--- src/rtl/ram_rd_stream_if.sv ---
// Command and output-stream bundle for ram_rd_stream.
// The master drives commands and consumes beats. The slave is the controller.
interface ram_rd_stream_if #(
    parameter int DW = 32,
    parameter int AW = 9
);
    logic          cmd_valid;
    logic          cmd_ready;
    logic [AW-1:0] cmd_base;
    logic [AW:0]   cmd_len;
    logic          out_valid;
    logic          out_ready;
    logic [DW-1:0] out_data;
    logic          out_last;

    modport master (
        output cmd_valid, cmd_base, cmd_len, out_ready,
        input  cmd_ready, out_valid, out_data, out_last
    );

    modport slave (
        input  cmd_valid, cmd_base, cmd_len, out_ready,
        output cmd_ready, out_valid, out_data, out_last
    );
endinterface

--- src/rtl/ram_rd_stream.sv ---
// Burst read controller for a registered-output buffer, feeding a credit-protected skid FIFO.
// Optional stall counter port stall_cnt is enabled by defining RAM_RD_STREAM_PERF_EN.
module ram_rd_stream #(
    parameter int DW         = 32,
    parameter int AW         = 9,
    parameter int DEPTH      = 512,
    parameter int RD_LATENCY = 2,
    parameter int SKID_DEPTH = 4
) (
    input  logic           clk,
    input  logic           rst,
    ram_rd_stream_if.slave bus,
    output logic [AW-1:0]  ram_rd_addr,
    input  logic [DW-1:0]  ram_rd_data,
    output logic           busy
`ifdef RAM_RD_STREAM_PERF_EN
    ,
    output logic [31:0]    stall_cnt
`endif
);
    localparam int PW = $clog2(SKID_DEPTH);
    localparam int CW = $clog2(SKID_DEPTH + RD_LATENCY + 1);
    localparam logic [AW:0] LEN_ONE = (AW+1)'(1);

    typedef enum logic [1:0] {IDLE, ISSUE, DRAIN} state_t;

    state_t                state_reg;
    logic [AW-1:0]         addr_reg;
    logic [AW:0]           remaining_reg;
    logic                  cmd_ready_reg;
    logic                  busy_reg;

    logic [RD_LATENCY-1:0] tag_valid_reg, tag_valid_next;
    logic [RD_LATENCY-1:0] tag_last_reg, tag_last_next;

    logic [DW-1:0]         fifo_data_reg [SKID_DEPTH];
    logic [SKID_DEPTH-1:0] fifo_last_reg;
    logic [PW-1:0]         wr_ptr_reg;
    logic [PW-1:0]         rd_ptr_reg;
    logic [CW-1:0]         fifo_count_reg;

    logic [CW-1:0]         inflight;
    logic                  credit_ok;
    logic                  issue;
    logic                  push;
    logic                  pop;
    logic                  head_last;
    logic [AW-1:0]         addr_next;

    // Credits use registered counts only, so a pop in this cycle frees a slot next cycle.
    always_comb begin
        inflight = '0;
        for (int i = 0; i < RD_LATENCY; i++) begin
            inflight = inflight + CW'(tag_valid_reg[i]);
        end
        credit_ok = (inflight + fifo_count_reg) < CW'(SKID_DEPTH);
        issue     = (state_reg == ISSUE) && (remaining_reg != '0) && credit_ok;
        push      = tag_valid_reg[RD_LATENCY-1];
        pop       = (fifo_count_reg != '0) && bus.out_ready;
        head_last = fifo_last_reg[rd_ptr_reg];
        addr_next = (addr_reg == AW'(DEPTH - 1)) ? '0 : addr_reg + 1'b1;
    end

    always_ff @(posedge clk) begin
        if (rst) begin
            state_reg     <= IDLE;
            addr_reg      <= '0;
            remaining_reg <= '0;
            cmd_ready_reg <= 1'b0;
            busy_reg      <= 1'b0;
        end else begin
            case (state_reg)
                IDLE: begin
                    cmd_ready_reg <= 1'b1;
                    if (bus.cmd_valid && cmd_ready_reg && (bus.cmd_len != '0)) begin
                        addr_reg      <= bus.cmd_base;
                        remaining_reg <= bus.cmd_len;
                        cmd_ready_reg <= 1'b0;
                        busy_reg      <= 1'b1;
                        state_reg     <= ISSUE;
                    end
                end
                ISSUE: begin
                    if (issue) begin
                        addr_reg      <= addr_next;
                        remaining_reg <= remaining_reg - 1'b1;
                        if (remaining_reg == LEN_ONE) begin
                            state_reg <= DRAIN;
                        end
                    end
                end
                DRAIN: begin
                    if (pop && head_last) begin
                        state_reg     <= IDLE;
                        busy_reg      <= 1'b0;
                        cmd_ready_reg <= 1'b1;
                    end
                end
                default: state_reg <= IDLE;
            endcase
        end
    end

    // Tag pipeline tracks the buffer's read latency; the last stage marks valid rd_data.
    assign tag_valid_next[0] = issue;
    assign tag_last_next[0]  = issue && (remaining_reg == LEN_ONE);
    generate
        for (genvar gi = 1; gi < RD_LATENCY; gi++) begin : g_tag
            assign tag_valid_next[gi] = tag_valid_reg[gi-1];
            assign tag_last_next[gi]  = tag_last_reg[gi-1];
        end
    endgenerate

    always_ff @(posedge clk) begin
        if (rst) begin
            tag_valid_reg <= '0;
            tag_last_reg  <= '0;
        end else begin
            tag_valid_reg <= tag_valid_next;
            tag_last_reg  <= tag_last_next;
        end
    end

    always_ff @(posedge clk) begin
        if (rst) begin
            wr_ptr_reg     <= '0;
            rd_ptr_reg     <= '0;
            fifo_count_reg <= '0;
        end else begin
            if (push) begin
                wr_ptr_reg <= wr_ptr_reg + 1'b1;
            end
            if (pop) begin
                rd_ptr_reg <= rd_ptr_reg + 1'b1;
            end
            case ({push, pop})
                2'b10:   fifo_count_reg <= fifo_count_reg + 1'b1;
                2'b01:   fifo_count_reg <= fifo_count_reg - 1'b1;
                default: fifo_count_reg <= fifo_count_reg;
            endcase
        end
    end

    always_ff @(posedge clk) begin
        if (push) begin
            fifo_data_reg[wr_ptr_reg] <= ram_rd_data;
            fifo_last_reg[wr_ptr_reg] <= tag_last_reg[RD_LATENCY-1];
        end
    end

    assign ram_rd_addr   = addr_reg;
    assign bus.cmd_ready = cmd_ready_reg;
    assign bus.out_valid = (fifo_count_reg != '0);
    assign bus.out_data  = fifo_data_reg[rd_ptr_reg];
    assign bus.out_last  = (fifo_count_reg != '0) && head_last;
    assign busy          = busy_reg && !(pop && head_last);

`ifdef RAM_RD_STREAM_PERF_EN
    logic [31:0] stall_cnt_reg;
    logic        stall_now;

    assign stall_now = ((state_reg == ISSUE) && (remaining_reg != '0) && !credit_ok)
                     || ((fifo_count_reg != '0) && !bus.out_ready);

    always_ff @(posedge clk) begin
        if (rst) begin
            stall_cnt_reg <= '0;
        end else if (stall_now && (stall_cnt_reg != '1)) begin
            stall_cnt_reg <= stall_cnt_reg + 1'b1;
        end
    end

    assign stall_cnt = stall_cnt_reg;
`endif
endmodule

--- src/flat_wrapper.sv ---
// flat-port wrapper written by rule: the top's interface ports become plain ports
module ram_rd_stream_flat 
#(
    parameter int DW         = 32,
    parameter int AW         = 9,
    parameter int DEPTH      = 512,
    parameter int RD_LATENCY = 2,
    parameter int SKID_DEPTH = 4
)
  (clk, rst, ram_rd_addr, ram_rd_data, busy, bus_cmd_valid, bus_cmd_base, bus_cmd_len, bus_out_ready, bus_cmd_ready, bus_out_valid, bus_out_data, bus_out_last);
  ram_rd_stream_if #(.DW(DW), .AW(AW)) bus_i ();
  input  logic clk;
  input  logic rst;
  output logic [AW-1:0] ram_rd_addr;
  input  logic [DW-1:0] ram_rd_data;
  output logic busy;
  input wire logic [$bits(bus_i.cmd_valid)-1:0] bus_cmd_valid;
  input wire logic [$bits(bus_i.cmd_base)-1:0] bus_cmd_base;
  input wire logic [$bits(bus_i.cmd_len)-1:0] bus_cmd_len;
  input wire logic [$bits(bus_i.out_ready)-1:0] bus_out_ready;
  output wire logic [$bits(bus_i.cmd_ready)-1:0] bus_cmd_ready;
  output wire logic [$bits(bus_i.out_valid)-1:0] bus_out_valid;
  output wire logic [$bits(bus_i.out_data)-1:0] bus_out_data;
  output wire logic [$bits(bus_i.out_last)-1:0] bus_out_last;
  assign bus_i.cmd_valid = bus_cmd_valid;
  assign bus_i.cmd_base = bus_cmd_base;
  assign bus_i.cmd_len = bus_cmd_len;
  assign bus_i.out_ready = bus_out_ready;
  assign bus_cmd_ready = bus_i.cmd_ready;
  assign bus_out_valid = bus_i.out_valid;
  assign bus_out_data = bus_i.out_data;
  assign bus_out_last = bus_i.out_last;
  ram_rd_stream #(.DW(DW), .AW(AW), .DEPTH(DEPTH), .RD_LATENCY(RD_LATENCY), .SKID_DEPTH(SKID_DEPTH)) u_core (.clk(clk), .rst(rst), .bus(bus_i), .ram_rd_addr(ram_rd_addr), .ram_rd_data(ram_rd_data), .busy(busy));
endmodule
--- config.mk ---
export PLATFORM = sky130hd
export DESIGN_NAME = ram_rd_stream_flat
export DESIGN_NICKNAME = d
export VERILOG_FILES = /design/src/rtl/ram_rd_stream_if.sv /design/src/rtl/ram_rd_stream.sv /design/src/flat_wrapper.sv
export SDC_FILE = /design/constraint.sdc
export NUM_CORES = 1
export LEC_CHECK = 0
export BUFFER_PORTS_ARGS = -buffer_cell sky130_fd_sc_hd__buf_2
export CELL_PAD_IN_SITES_DETAIL_PLACEMENT = 0
export CELL_PAD_IN_SITES_GLOBAL_PLACEMENT = 2
export CORE_UTILIZATION = 32
export CTS_BUF_LIST = sky130_fd_sc_hd__clkbuf_4 sky130_fd_sc_hd__clkbuf_8
export CTS_CLUSTER_DIAMETER = 30
export CTS_CLUSTER_SIZE = 16
export DETAILED_ROUTE_END_ITERATION = 6
export GPL_TIMING_DRIVEN = 1
export PLACE_DENSITY_LB_ADDON = 0.25
export SLEW_MARGIN = 20
export SYNTH_ARGS = -nofsm -noshare
export SYNTH_HDL_FRONTEND = slang
export SYNTH_SLANG_ARGS = --single-unit
--- constraint.sdc ---
create_clock -name clk -period 5.3 [get_ports clk]
set_clock_uncertainty 0.2 [all_clocks]
set_input_delay 0.53 -clock clk [delete_from_list [all_inputs] [get_ports clk]]
set_output_delay 0.53 -clock clk [all_outputs]
set_load 0.05 [all_outputs]
==> impl_results.md, run 1 <==
* Number of synthesized flops with an enable pin at 132
* Initial antenna violation count at 1
* Register area share after synthesis at 0.686
* Residual DRC at 2
* Post-synthesis cell count at 428
* Hold buffers post-CTS at 0
* Layout cells sized above 1 at 0.332
* Post-Route WL at 14,500 um
* WP buf/inv at 2
* Cell Chain, Critical Path: buf_4, mux4_2, buf_2
* Die footprint at 21,900 um2
* Fillers at 2,019
* Top cell type's share of synthesized area at 0.580
* HPWL after DPL at 9030 um
* Peak Freq at 0.336 GHz
* Initial Util at 0.326
* Yosys warnings at 0
* R2R depth at 7
* Vias at 4,019
* Critical path class: reg -> out
* Worst min path class: in -> reg
* Total track usage at 0.138
* Pins over their slew limit at 0
* Commonest non-fill, non-tap cells in the layout: 132 x edfxtp_1, 99 x buf_2, 34 x dfxtp_1
* R2r startpoint: u_core.tag_valid_reg[1]
* Multi-input gate area at 2010 um2
* Aggregate global routing overflow at 0
* Largest stage delay, worst path at 0.60 ns
* Synth Net Count at 495
* Core Footprint at 21,000 um2
* Clk sink count at 168
* Post-synthesis async set-or-reset flop share at 0
* Failing checks: DRC
* VDD IR max at 0.000128 V
* CP Capture Type: output pin
* Synth area leader: edfxtp_1
* Share of power burned in registers at 0.536
* H-tree depth at 4
* Pre-CTS setup slack at 2.40 ns
* Reg area at 4690 um2
* Setup Fix Bufs, Post-CTS at 0
* Hold path depth at 1
* Max Cap Violations at 0
* Avg WL per Cell at 17.8 um
* Pleak at 0.00270 uW
* Vias in the first global route at 4,138
* Clock-pin slew on the worst setup and hold paths at 0.10 ns
* Hold WS at 0.0897 ns
* Layout Nets at 593
* Commonest non-fill, non-tap cell in the layout: edfxtp_1
* Kind of cell adding the most delay to the critical path: buffers and inverters
* Initial DRC Count at 251
* Worst Hold End: u_core.fifo_data_reg[0][25]
* Clock network power share at 0.330
* Comb power frac at 0.134
* Required time of the critical path at 4.57 ns
* Clock Tree Root: clkbuf_8
* Pre-antenna DRT Iters at 7
* Fin worst setup slack at 2.32 ns
* Fin crit period at 2.98 ns
* Largest net degree at the start of global routing at 37
* RSZ-0062 raised after global routing: no
* Post-synthesis cell type count at 50
* Avg Synthesized Cell Area at 16.0 um2
* Area Overhead vs Synth at 17.1%
* Worst slew pin tran at 1.00 ns
* P_int at 1970 uW
* Critical Path AT at 2.25 ns
* Most used DFF post-synth: edfxtp_1
* Largest cells by area after synthesis: edfxtp_1 58%, mux4_2 11%, dfxtp_1 11%, ha_1 2.0%, a21oi_1 1.6%
* Io pins at 100
* Hold_sp: ram_rd_data[25]
* IO buf count at 99
* Routability cong. at 0.757
* Final hold vios at 0
* Outcome: complete, but fails checks
* Crit-path slowest cell: mux4_2
* Area of the mapped netlist at 6830 um2
* Setup-failing EPs final at 0
* Setup crit start kind: flip-flop
* Post-CTS Resized at 0
* R2R Path End: u_core.remaining_reg[4]
* Total CTS buffers at 17
* Via density at 4.93
* Max FFs per register at 128
* Final period utilization at 0.561
* First-pass GRT wire length at 22,600 um
* Switching share of power at 0.287
* CTS tree: built
* Die Y at 148 um
* Fin Setup TNS at 0 ns
* Synth Register Bits at 168
* Post-detailed-route count of antenna-violating nets at 0
* CTS max path bufs at 2
* Clock Latency Late Sink at 0.45 ns
* PwrDens at 345 nW/um2
* P_sw at 792 uW
* Slew HR at 0.333
* Die W at 148 um
* R2r setup slk at 2.40 ns
* Rows at 53
* Crit path max fanout at 28
-- how the worst max path moves through the flow --
stage | start | endpoint | cells after the start
after detailed placement | u_core.tag_valid_reg[1] | u_core.remaining_reg[4] | 7
after floorplan | u_core.fifo_count_reg[2] | u_core.fifo_count_reg[2] | 9
after CTS | flip-flop | bus_out_data[7] | 3
final | flip-flop | bus_out_data[7] | 3
after global routing | flip-flop | bus_out_data[7] | 3
after global placement | u_core.tag_valid_reg[1] | u_core.remaining_reg[4] | 7
-- stage by stage --
stage                     cell area (um2)  cells  power, uW   util
final                                8000    815       2760  0.382
after global placement               7600    782       1880  0.363
after detailed placement             7600    782       1880  0.363
after floorplan                      6830    428       1780      -
after global routing                 7990    814       2880  0.381
after CTS                            7990    814       2790  0.381
-- per-layer routing --
layer / up-vias / wire [um] / track usage
li1: 1895 / - / -
met1: 2000 / 6520 / 0.174
met2: 107 / 7150 / 0.227
met3: 17 / 654 / 0.0331
met4: 0 / 219 / 0.0552
met5: - / 0 / 0
-- Yosys cell counts (2+ instances only) --
master	count
or3_1	4
nor4_1	6
nor2_1	23
a32o_1	2
buf_1	4
and3_1	2
edfxtp_1	132
o21ai_0	10
xnor2_1	3
or4_1	4
o32ai_1	4
a211oi_1	6
a31oi_1	4
nand3_1	5
o31ai_1	6
buf_2	3
nor3b_1	3
o311ai_0	5
nor3_1	9
inv_1	12
dfxtp_1	36
a22o_1	2
o21ai_2	2
and2_1	11
a21oi_1	22
clkbuf_1	14
ha_1	11
mux4_2	33
nand2_1	18
nand4_1	5
xor2_1	4
mux2i_1	2
nor2b_1	4
-- area by class of cell --
type                    instances  area share
repair buffers                101      0.0638
multi-input cells             226       0.252
flip-flops and latches        168       0.586
well taps                     275      0.0430
diodes                          1    0.000313
clock buffers                  18      0.0302
clock inverters                14      0.0191
inverters                      12     0.00563
-- power groups by stage --
stage          clock network (uW)  registers [uW]  logic [uW]
3_3_place_gp                    0            1510         372
5_1_grt                       993            1490         399
3_5_place_dp                    0            1510         372
6_report                      911            1480         369
4_1_cts                       941            1480         373
2_1_floorplan                   0            1530         246
-- logic make-up after synthesis --
group	share of synthesized area
AOI/OAI and AO/OA	0.0685
and+or+nand+nor	0.0815
adders and majority gates	0.0231
xor gates and xnor gates	0.00898
DFF	0.686
muxes	0.112
buffers and inverters	0.0203
(Power assumes the default switching activity.)
==> run 2: changes to the inputs <==
- clock period: 5.3 -> 2.4 ns (I/O delays scaled with it)
==> impl_results.md, run 2 (synthesis results as in run 1) <==
* Outcome: finished clean
* Residual DRC at 0
* Max Cap Violations at 0
* Area Overhead vs Synth at 28.8%
* Fin crit period at 2.33 ns
* Aggregate global routing overflow at 0
* Die Y at 148 um
* Initial Util at 0.326
* First-pass GRT wire length at 23,800 um
* Die footprint at 21,900 um2
* Commonest non-fill, non-tap cell in the layout: edfxtp_1
* Fillers at 1,993
* IO buf count at 99
* Cell count after placement at 802
* Critical path class: reg -> reg
* Vias at 4,247
* Worst min path class: in -> reg
* Required time of the critical path at 2.54 ns
* Routability cong. at 0.751
* Final hold vios at 0
* CP Capture Type: flip-flop
* Final period utilization at 0.972
* Setup Fix Bufs, Post-CTS at 0
* Clock Latency Late Sink at 0.46 ns
* PwrDens at 701 nW/um2
* Fin cells at 886
* Clk sink count at 168
* HPWL after DPL at 9450 um
* Total CTS buffers at 17
* Post-Route WL at 15,000 um
* Initial DRC Count at 201
* Clock-pin slew on the worst setup and hold paths at 0.10 ns
* Setup crit start kind: flip-flop
* Fin worst setup slack at 0.0669 ns
* Max FFs per register at 128
* Initial antenna violation count at 1
* Multi-input gate area at 2060 um2
* Largest stage delay, worst path at 0.42 ns
* Pre-antenna DRT Iters at 4
* Crit path top cell by count: ha_1
* Largest net degree at the start of global routing at 35
* Critical path launch point: u_core.tag_valid_reg[0]
* Critical Path AT at 2.47 ns
* Fin util at 0.420
* H-tree depth at 4
* Fin area at 8800 um2
* VDD IR max at 0.000257 V
* Hold_sp: bus_cmd_valid
* Peak Freq at 0.429 GHz
* CTS max path bufs at 2
* Die W at 148 um
* Commonest non-fill, non-tap cells in the layout: 132 x edfxtp_1, 98 x buf_2, 50 x dlygate4sd3_1
* Cell Chain, Critical Path: ha_1, ha_1, a31oi_4, xnor2_2, or3_1, o311ai_1, a31oi_1
* Via density at 4.79
* Io pins at 100
* RSZ-0062 raised after global routing: yes
* Placed Area at 7830 um2
* Worst slew pin tran at 0.493 ns
* Setup-failing EPs final at 0
* Vias in the first global route at 4,504
* Slew HR at 0.671
* Pleak at 0.00306 uW
* Post-detailed-route count of antenna-violating nets at 0
* Core Footprint at 21,000 um2
* Clock Tree Root: clkbuf_8
* Rows at 53
* Avg WL per Cell at 16.9 um
* R2r startpoint: u_core.tag_valid_reg[0]
* Layout Nets at 664
* Pins over their slew limit at 0
* CTS tree: built
* Crit-path slowest cell: or3_1
* Pre-CTS setup slack at -0.0564 ns
* Crit path max fanout at 6
* Fin Setup TNS at 0 ns
* Reg area at 4690 um2
* Layout cells sized above 1 at 0.348
* Total track usage at 0.143
==> run 2: changes by cell type in the layout (fill, tap and decap cells not counted), moves of 2 or more <==
| cell | delta |
|---|---|
| buf_4 | +14 |
| dlygate4sd3_1 | +50 |
| o311ai_1 | +3 |
| clkinv_4 | +3 |
| o311ai_0 | -3 |
| buf_12 | +6 |
| dfxtp_2 | +4 |
| nand2_1 | -2 |
| clkinv_8 | +2 |
| dfxtp_1 | -4 |
| inv_6 | -2 |
==> run 2: critical path, delay by kind of cell (launching register included) <==
kind,cells,cell delay (ns)
fa+ha+maj,2,0.50
xor+xnor,1,0.15
compound gates,3,0.63
simple gates,1,0.42
flops,1,0.33
==> run 2: area by class of cell <==
cell class / instances / share of cell area
Antenna cell: 1 / 0.000284
Tap cell: 275 / 0.0391
Timing Repair Buffer: 172 / 0.144
Sequential cell: 168 / 0.533
Clock inverter: 15 / 0.0178
Clock buffer: 17 / 0.0266
Inverter: 12 / 0.00512
Multi-Input combinational cell: 226 / 0.234
==> run 2: routing by layer <==
metal | global-route usage | routed length [um]
met3 | 0.0331 | 624
met1 | 0.182 | 6960
met2 | 0.237 | 7180
met4 | 0.0541 | 238
met5 | 0 | 0
==> run 2: path summary, 6_finish.rpt <==
path,depth (start not counted),endpoint,slack [ns]
worst min register to register,1,u_core.tag_last_reg[1],0.26
worst max-delay path,7,u_core.remaining_reg[6],0.07
worst max register to register,7,u_core.remaining_reg[6],0.07
worst min-delay path,5,u_core.busy_reg,0.06
==> run 2: through the flow <==
step | hold slack [ns] | total power (uW)
2_1_floorplan | 0.139 | 3920
6_report | 0.0555 | 6170
3_5_place_dp | 0.251 | 4210
4_1_cts | 0.00398 | 6230
3_3_place_gp | 0.231 | 4200
5_1_grt | 0.0907 | 6430
==> run 2: repair_timing <==
item	CTS	global route
hold buffers	50	0
pin swaps	0	1
hold endpoints to repair	146	0
resized for setup	6	10
cloned	0	1
setup endpoints to repair	3	24
==> run 2: power by group <==
part / leakage [uW] / switching, uW / total, uW / internal (uW)
Combinational: 0.00138 / 584 / 959 / 374
Clock: 0.000193 / 1160 / 1940 / 780
Sequential: 0.00149 / 65.3 / 3260 / 3200
Total: 0.00306 / 1810 / 6170 / 4350
